===== src/rtl/plic_pkg.sv =====
// Shared types and helpers for the PLIC source gateway.
// Channel state encoding and edge-counter sizing.
package plic_pkg;

  typedef enum logic [1:0] {
    IDLE    = 2'd0,
    PENDING = 2'd1,
    CLAIMED = 2'd2
  } plic_gw_state_e;

  function automatic int plic_cnt_width(input int max_pending);
    return $clog2(max_pending + 1);
  endfunction

endpackage


===== src/rtl/plic_source_channel.sv =====
// One interrupt source: synchroniser, edge detect, outstanding-edge
// counter and pending/claimed handshake FSM.
module plic_source_channel
  import plic_pkg::*;
#(
  parameter int SYNC_STAGES = 2,
  parameter int MAX_PENDING = 7
) (
  input  logic clk_i,
  input  logic rst_ni,
  input  logic irq_i,
  input  logic edge_mode_i,
  input  logic claim_i,
  input  logic completed_i,
  output logic pending_o,
  output logic overflow_o
);

  localparam int CW = plic_cnt_width(MAX_PENDING);
  localparam logic [CW-1:0] MAXC = CW'(MAX_PENDING);

  logic [SYNC_STAGES-1:0] r_sync;
  logic                   r_prev;
  logic [CW-1:0]          r_cnt;
  logic                   r_ovf;
  plic_gw_state_e         r_state;

  logic w_sync;
  logic w_edge;
  logic w_dec;
  logic w_req;
  logic w_sat;

  assign w_sync = r_sync[SYNC_STAGES-1];
  assign w_edge = w_sync & ~r_prev;
  assign w_dec  = (r_state == PENDING) & claim_i;
  assign w_sat  = (r_cnt == MAXC);
  assign w_req  = edge_mode_i ? ((r_cnt != '0) | w_edge) : w_sync;

  always_ff @(posedge clk_i or negedge rst_ni) begin
    if (!rst_ni) begin
      r_sync <= '0;
      r_prev <= 1'b0;
    end else begin
      r_sync <= {r_sync[SYNC_STAGES-2:0], irq_i};
      r_prev <= w_sync;
    end
  end

  // Edge and claim in the same cycle cancel out.
  always_ff @(posedge clk_i or negedge rst_ni) begin
    if (!rst_ni) begin
      r_cnt <= '0;
      r_ovf <= 1'b0;
    end else begin
      r_ovf <= edge_mode_i & w_edge & ~w_dec & w_sat;
      if (!edge_mode_i) begin
        r_cnt <= '0;
      end else if (w_edge & ~w_dec) begin
        if (!w_sat) r_cnt <= r_cnt + 1'b1;
      end else if (~w_edge & w_dec) begin
        if (r_cnt != '0) r_cnt <= r_cnt - 1'b1;
      end
    end
  end

  always_ff @(posedge clk_i or negedge rst_ni) begin
    if (!rst_ni) begin
      r_state <= IDLE;
    end else begin
      unique case (r_state)
        IDLE:    if (w_req)       r_state <= PENDING;
        PENDING: if (claim_i)     r_state <= CLAIMED;
        CLAIMED: if (completed_i) r_state <= IDLE;
        default:                  r_state <= IDLE;
      endcase
    end
  end

  assign pending_o  = (r_state == PENDING);
  assign overflow_o = r_ovf;

endmodule


===== src/rtl/plic_source_gateway.sv =====
// PLIC gateway array: one conditioning channel per interrupt source.
// Only generate and array wiring live here.
module plic_source_gateway
  import plic_pkg::*;
#(
  parameter int NUM_SOURCES = 1,
  parameter int SYNC_STAGES = 2,
  parameter int MAX_PENDING = 7
) (
  input  logic                   clk_i,
  input  logic                   rst_ni,
  input  logic [NUM_SOURCES-1:0] irq_sources_i,
  input  logic [NUM_SOURCES-1:0] edge_mode_i,
  input  logic                   claim_i       [NUM_SOURCES],
  input  logic                   completed_i   [NUM_SOURCES],
  output logic                   irq_pending_o [NUM_SOURCES],
  output logic [NUM_SOURCES-1:0] overflow_o
);

  for (genvar i = 0; i < NUM_SOURCES; i++) begin : g_src
    plic_source_channel #(
      .SYNC_STAGES(SYNC_STAGES),
      .MAX_PENDING(MAX_PENDING)
    ) u_ch (
      .clk_i      (clk_i),
      .rst_ni     (rst_ni),
      .irq_i      (irq_sources_i[i]),
      .edge_mode_i(edge_mode_i[i]),
      .claim_i    (claim_i[i]),
      .completed_i(completed_i[i]),
      .pending_o  (irq_pending_o[i]),
      .overflow_o (overflow_o[i])
    );
  end

endmodule

===== config.mk =====
export PLATFORM = sky130hd
export DESIGN_NAME = plic_source_gateway
export DESIGN_NICKNAME = d
export VERILOG_FILES = /design/src/rtl/plic_pkg.sv /design/src/rtl/plic_source_channel.sv /design/src/rtl/plic_source_gateway.sv
export SDC_FILE = /design/constraint.sdc
export NUM_CORES = 1
export LEC_CHECK = 0
export CORE_AREA = 5 5 42 44
export DETAILED_ROUTE_END_ITERATION = 16
export DIE_AREA = 0 0 47 49
export PLACE_DENSITY = 0.73
export SYNTH_ARGS = -nofsm -noshare
export SYNTH_HDL_FRONTEND = slang
export SYNTH_SLANG_ARGS = --single-unit

===== constraint.sdc =====
create_clock -name clk_i -period 2.9 [get_ports clk_i]
set_input_delay 0.58 -clock clk_i [delete_from_list [all_inputs] [get_ports clk_i]]
set_output_delay 0.58 -clock clk_i [all_outputs]
set_load 0.01 [all_outputs]

==> impl_metrics.json <==
{
  "dieArea_um2": 2300,
  "syn_avg_cell_area_um2": 9.96,
  "grt_start_max_net_pins": 15,
  "crit_path_cell_trace": "clkdlybuf4s50_1 -> nand3b_4 -> nand2_1 -> xnor2_1 -> ha_1 -> nor3_1 -> a311oi_1 -> a311oi_1",
  "area_delta_synth_final_pct": 17.8,
  "cts_setup_buffers": 0,
  "ctsHoldBuffers": 0,
  "max_stage_delay_ns": 0.52,
  "cts_root_buf": "clkbuf_4",
  "crit_slowest_cell": "clkdlybuf4s50_1",
  "relSlewSlack_pct": 72.8,
  "grt_antenna_before_repair": 0,
  "drcViolationCount": 0,
  "regArea_um2": 225,
  "rsz0062_at_grt": "no",
  "layout_min_cycle_time_ns": 2.20,
  "path_max_fanout": 14,
  "dieHeight_um": 49,
  "skew_ns": 0.00150,
  "numCtsBuffers": 3,
  "num_antenna_cells": 0,
  "synthCells": 53,
  "stdcell_count": 76,
  "finalSetupViolations": 0,
  "synth_area_leaders": "dfrtp_1 (43%), a21oi_1 (3.8%), nand3b_4 (3.8%), nand2_1 (3.6%), a311oi_1 (3.3%)",
  "setup_tns_ns": 0,
  "ys_ff_latch": 9,
  "clkLatencyLatePin_ns": 0.26,
  "num_vias": 410,
  "clockBufferDepth": 2,
  "path_common_cell": "a311oi_1",
  "placementRows": 14,
  "worstMarginPinSlew_ns": 0.407,
  "antenna_left": 0,
  "post-route-period-util_pct": 75.9,
  "peakVddDrop_uv": 437,
  "hold_slack_ns": 0.362,
  "dpl.cell_count": 72,
  "core_um2": 1400,
  "yosys.area.top_type": "dfrtp_1",
  "initial_utilization_pct": 37.7,
  "power.density_nw_per_um2": 687,
  "fill_cells": 147,
  "grtUsageTotal_pct": 10.9,
  "yosys.area.top_type_share_pct": 42.7,
  "wl_um": 1000,
  "path_class": "in -> reg",
  "cts_sinks": 9,
  "min_path_type": "reg -> reg",
  "drt_first_pass_iters": 4,
  "cts_tree": "yes",
  "overflow": 0,
  "grt_pass1_wl_um": 1770,
  "htree_levels": 1,
  "status": "finished, final reports clean",
  "drive_above_1_share_pct": 11.7,
  "critPathCaptureType": "register",
  "hold_viol": 0,
  "max_freq_mhz": 455,
  "fin_total_pwr_mw": 0.427,
  "drt_first_iter_violations": 6,
  "pin_count": 8,
  "multi_input_area_um2": 272,
  "placement.io_buffers": 7,
  "post_cts_resized": 0,
  "fp.dieW_um": 47,
  "cp.arrival_ns": 2.37,
  "synth_area_um2": 528,
  "final_max_slew_viol_count": 0,
  "cellLeakagePower_nw": 0.251,
  "yosys_warnings": 0,
  "cp_data_required_time_ns": 3.07,
  "grt_pass1_vias": 401,
  "seq_area_frac_synth_pct": 42.7,
  "nNetsFinal": 68,
  "place_congestion": 0.707,
  "start_kind": "input pin",
  "ys_types": 31,
  "drv_cap": 0,
  "synth_nets": 60,
  "wl_per_cell_um": 13.2,
  "hpwl_um": 677,
  "clk_pin_slew_ns": 0.06,
  "vias_per_cell": 5.39
}
## registers in the layout, indices dropped and copies added, names as in the netlist
name / flops
g_src.u_ch.overflow_o: 1
g_src.u_ch.r_cnt: 3
g_src.u_ch.r_prev: 1
g_src.u_ch.r_sync: 2
g_src.u_ch.r_state: 2
## layout make-up
class | count | share of cell area (%)
timing repair buffer | 7 | 11.3
sequential | 9 | 36.2
multi-input combinational | 38 | 43.7
tap | 16 | 3.22
clock inverter | 1 | 0.805
clock buffer | 3 | 3.62
inverter | 2 | 1.21
## layout by cell type (no fill, tap or decap)
cell	netlist	layout
dfrtp_1	9	9
clkdlybuf4s50_1	0	7
nand2_1	5	5
a21oi_1	4	4
clkbuf_4	0	3
inv_1	2	2
xnor2_1	2	2
o31ai_1	2	2
o21ai_0	2	2
nand3b_1	2	2
or3_1	2	2
a311oi_1	2	2
nand3b_4	1	1
nor2b_4	1	1
nand4_1	1	1
nor2_1	1	1
nor2b_1	1	1
a221oi_1	1	1
nand2b_1	1	1
o211ai_1	1	1
a211oi_1	1	1
nor3_1	1	1
and3_4	1	1
or2_0	1	1
or3b_1	1	1
nand3_1	1	1
a21boi_1	1	1
o31a_1	1	1
ha_1	1	1
clkinv_2	0	1
## metal layers
layer,track usage (%),part of all wire [%]
met5,0,0
met4,6.91,2.2
met3,3.32,5.1
met2,13.8,48
met1,15.3,45
## logic make-up (layout without fill, tap and decap cells)
kind of cell | count (synthesis) | after routing | synth area share [%]
xor+xnor | 2 | 2 | 3.32
fa+ha+maj | 1 | 1 | 2.37
simple gates | 20 | 20 | 26.3
flops | 9 | 9 | 42.7
compound gates | 15 | 15 | 19.4
buf+inv | 6 | 13 | 5.92
## power by group
part	total (mW)	internal (mW)	switching, mW
logic	0.146	0.0793	0.0664
clock network	0.0968	0.0509	0.0459
registers	0.184	0.149	0.0357
total	0.427	0.279	0.148
## per-stage QoR
step | area (µm²) | setup WS [ns] | utilization (%)
after global placement | 594 | 0.506 | 42.4
after global routing | 622 | 0.528 | 44.4
final | 622 | 0.700 | 44.4
after detailed placement | 594 | 0.468 | 42.4
after CTS | 622 | 0.684 | 44.4
after floorplan | 528 | 0.983 | -
## worst paths after layout
check / startpoint / endpoint / slack, ns / cells after the start
hold reg to reg: g_src[0].u_ch.r_sync[0] / g_src[0].u_ch.r_sync[1] / 0.36 / 0
max in group asynchronous: rst_ni / g_src[0].u_ch.r_cnt[1] / 2.00 / 1
setup reg to reg: g_src[0].u_ch.r_sync[1] / g_src[0].u_ch.r_cnt[2] / 0.99 / 7
min in group asynchronous: rst_ni / g_src[0].u_ch.r_prev / 0.61 / 1
hold / removal: g_src[0].u_ch.r_sync[0] / g_src[0].u_ch.r_sync[1] / 0.36 / 0
setup / recovery: claim_i / g_src[0].u_ch.r_cnt[2] / 0.70 / 8
## cell usage after synthesis
cell type / count
xnor2_1: 2
nand2_1: 5
nand3_1: 1
nand4_1: 1
or3_1: 2
o31ai_1: 2
buf_1: 1
o21ai_0: 2
a211oi_1: 1
ha_1: 1
nor2b_1: 1
a311oi_1: 2
nand3b_1: 2
inv_1: 2
a21oi_1: 4
a21boi_1: 1
or2_0: 1
buf_2: 1
buf_6: 1
nor3_1: 1
o31a_1: 1
or3b_1: 1
nor2_1: 1
a221oi_1: 1
nor2b_4: 1
clkbuf_1: 1
nand2b_1: 1
o211ai_1: 1
nand3b_4: 1
dfrtp_1: 9
and3_4: 1
## worst max-delay path: cells and delay by family
kind,cells,cell delay [ns]
AND/OR/NAND/NOR,3,0.59
XOR/XNOR,1,0.08
buffers and inverters,1,0.52
adder cells (fa/ha/maj),1,0.21
AO/OA/AOI/OAI,2,0.38
Note: power is estimated with default switching activity, not from simulation.
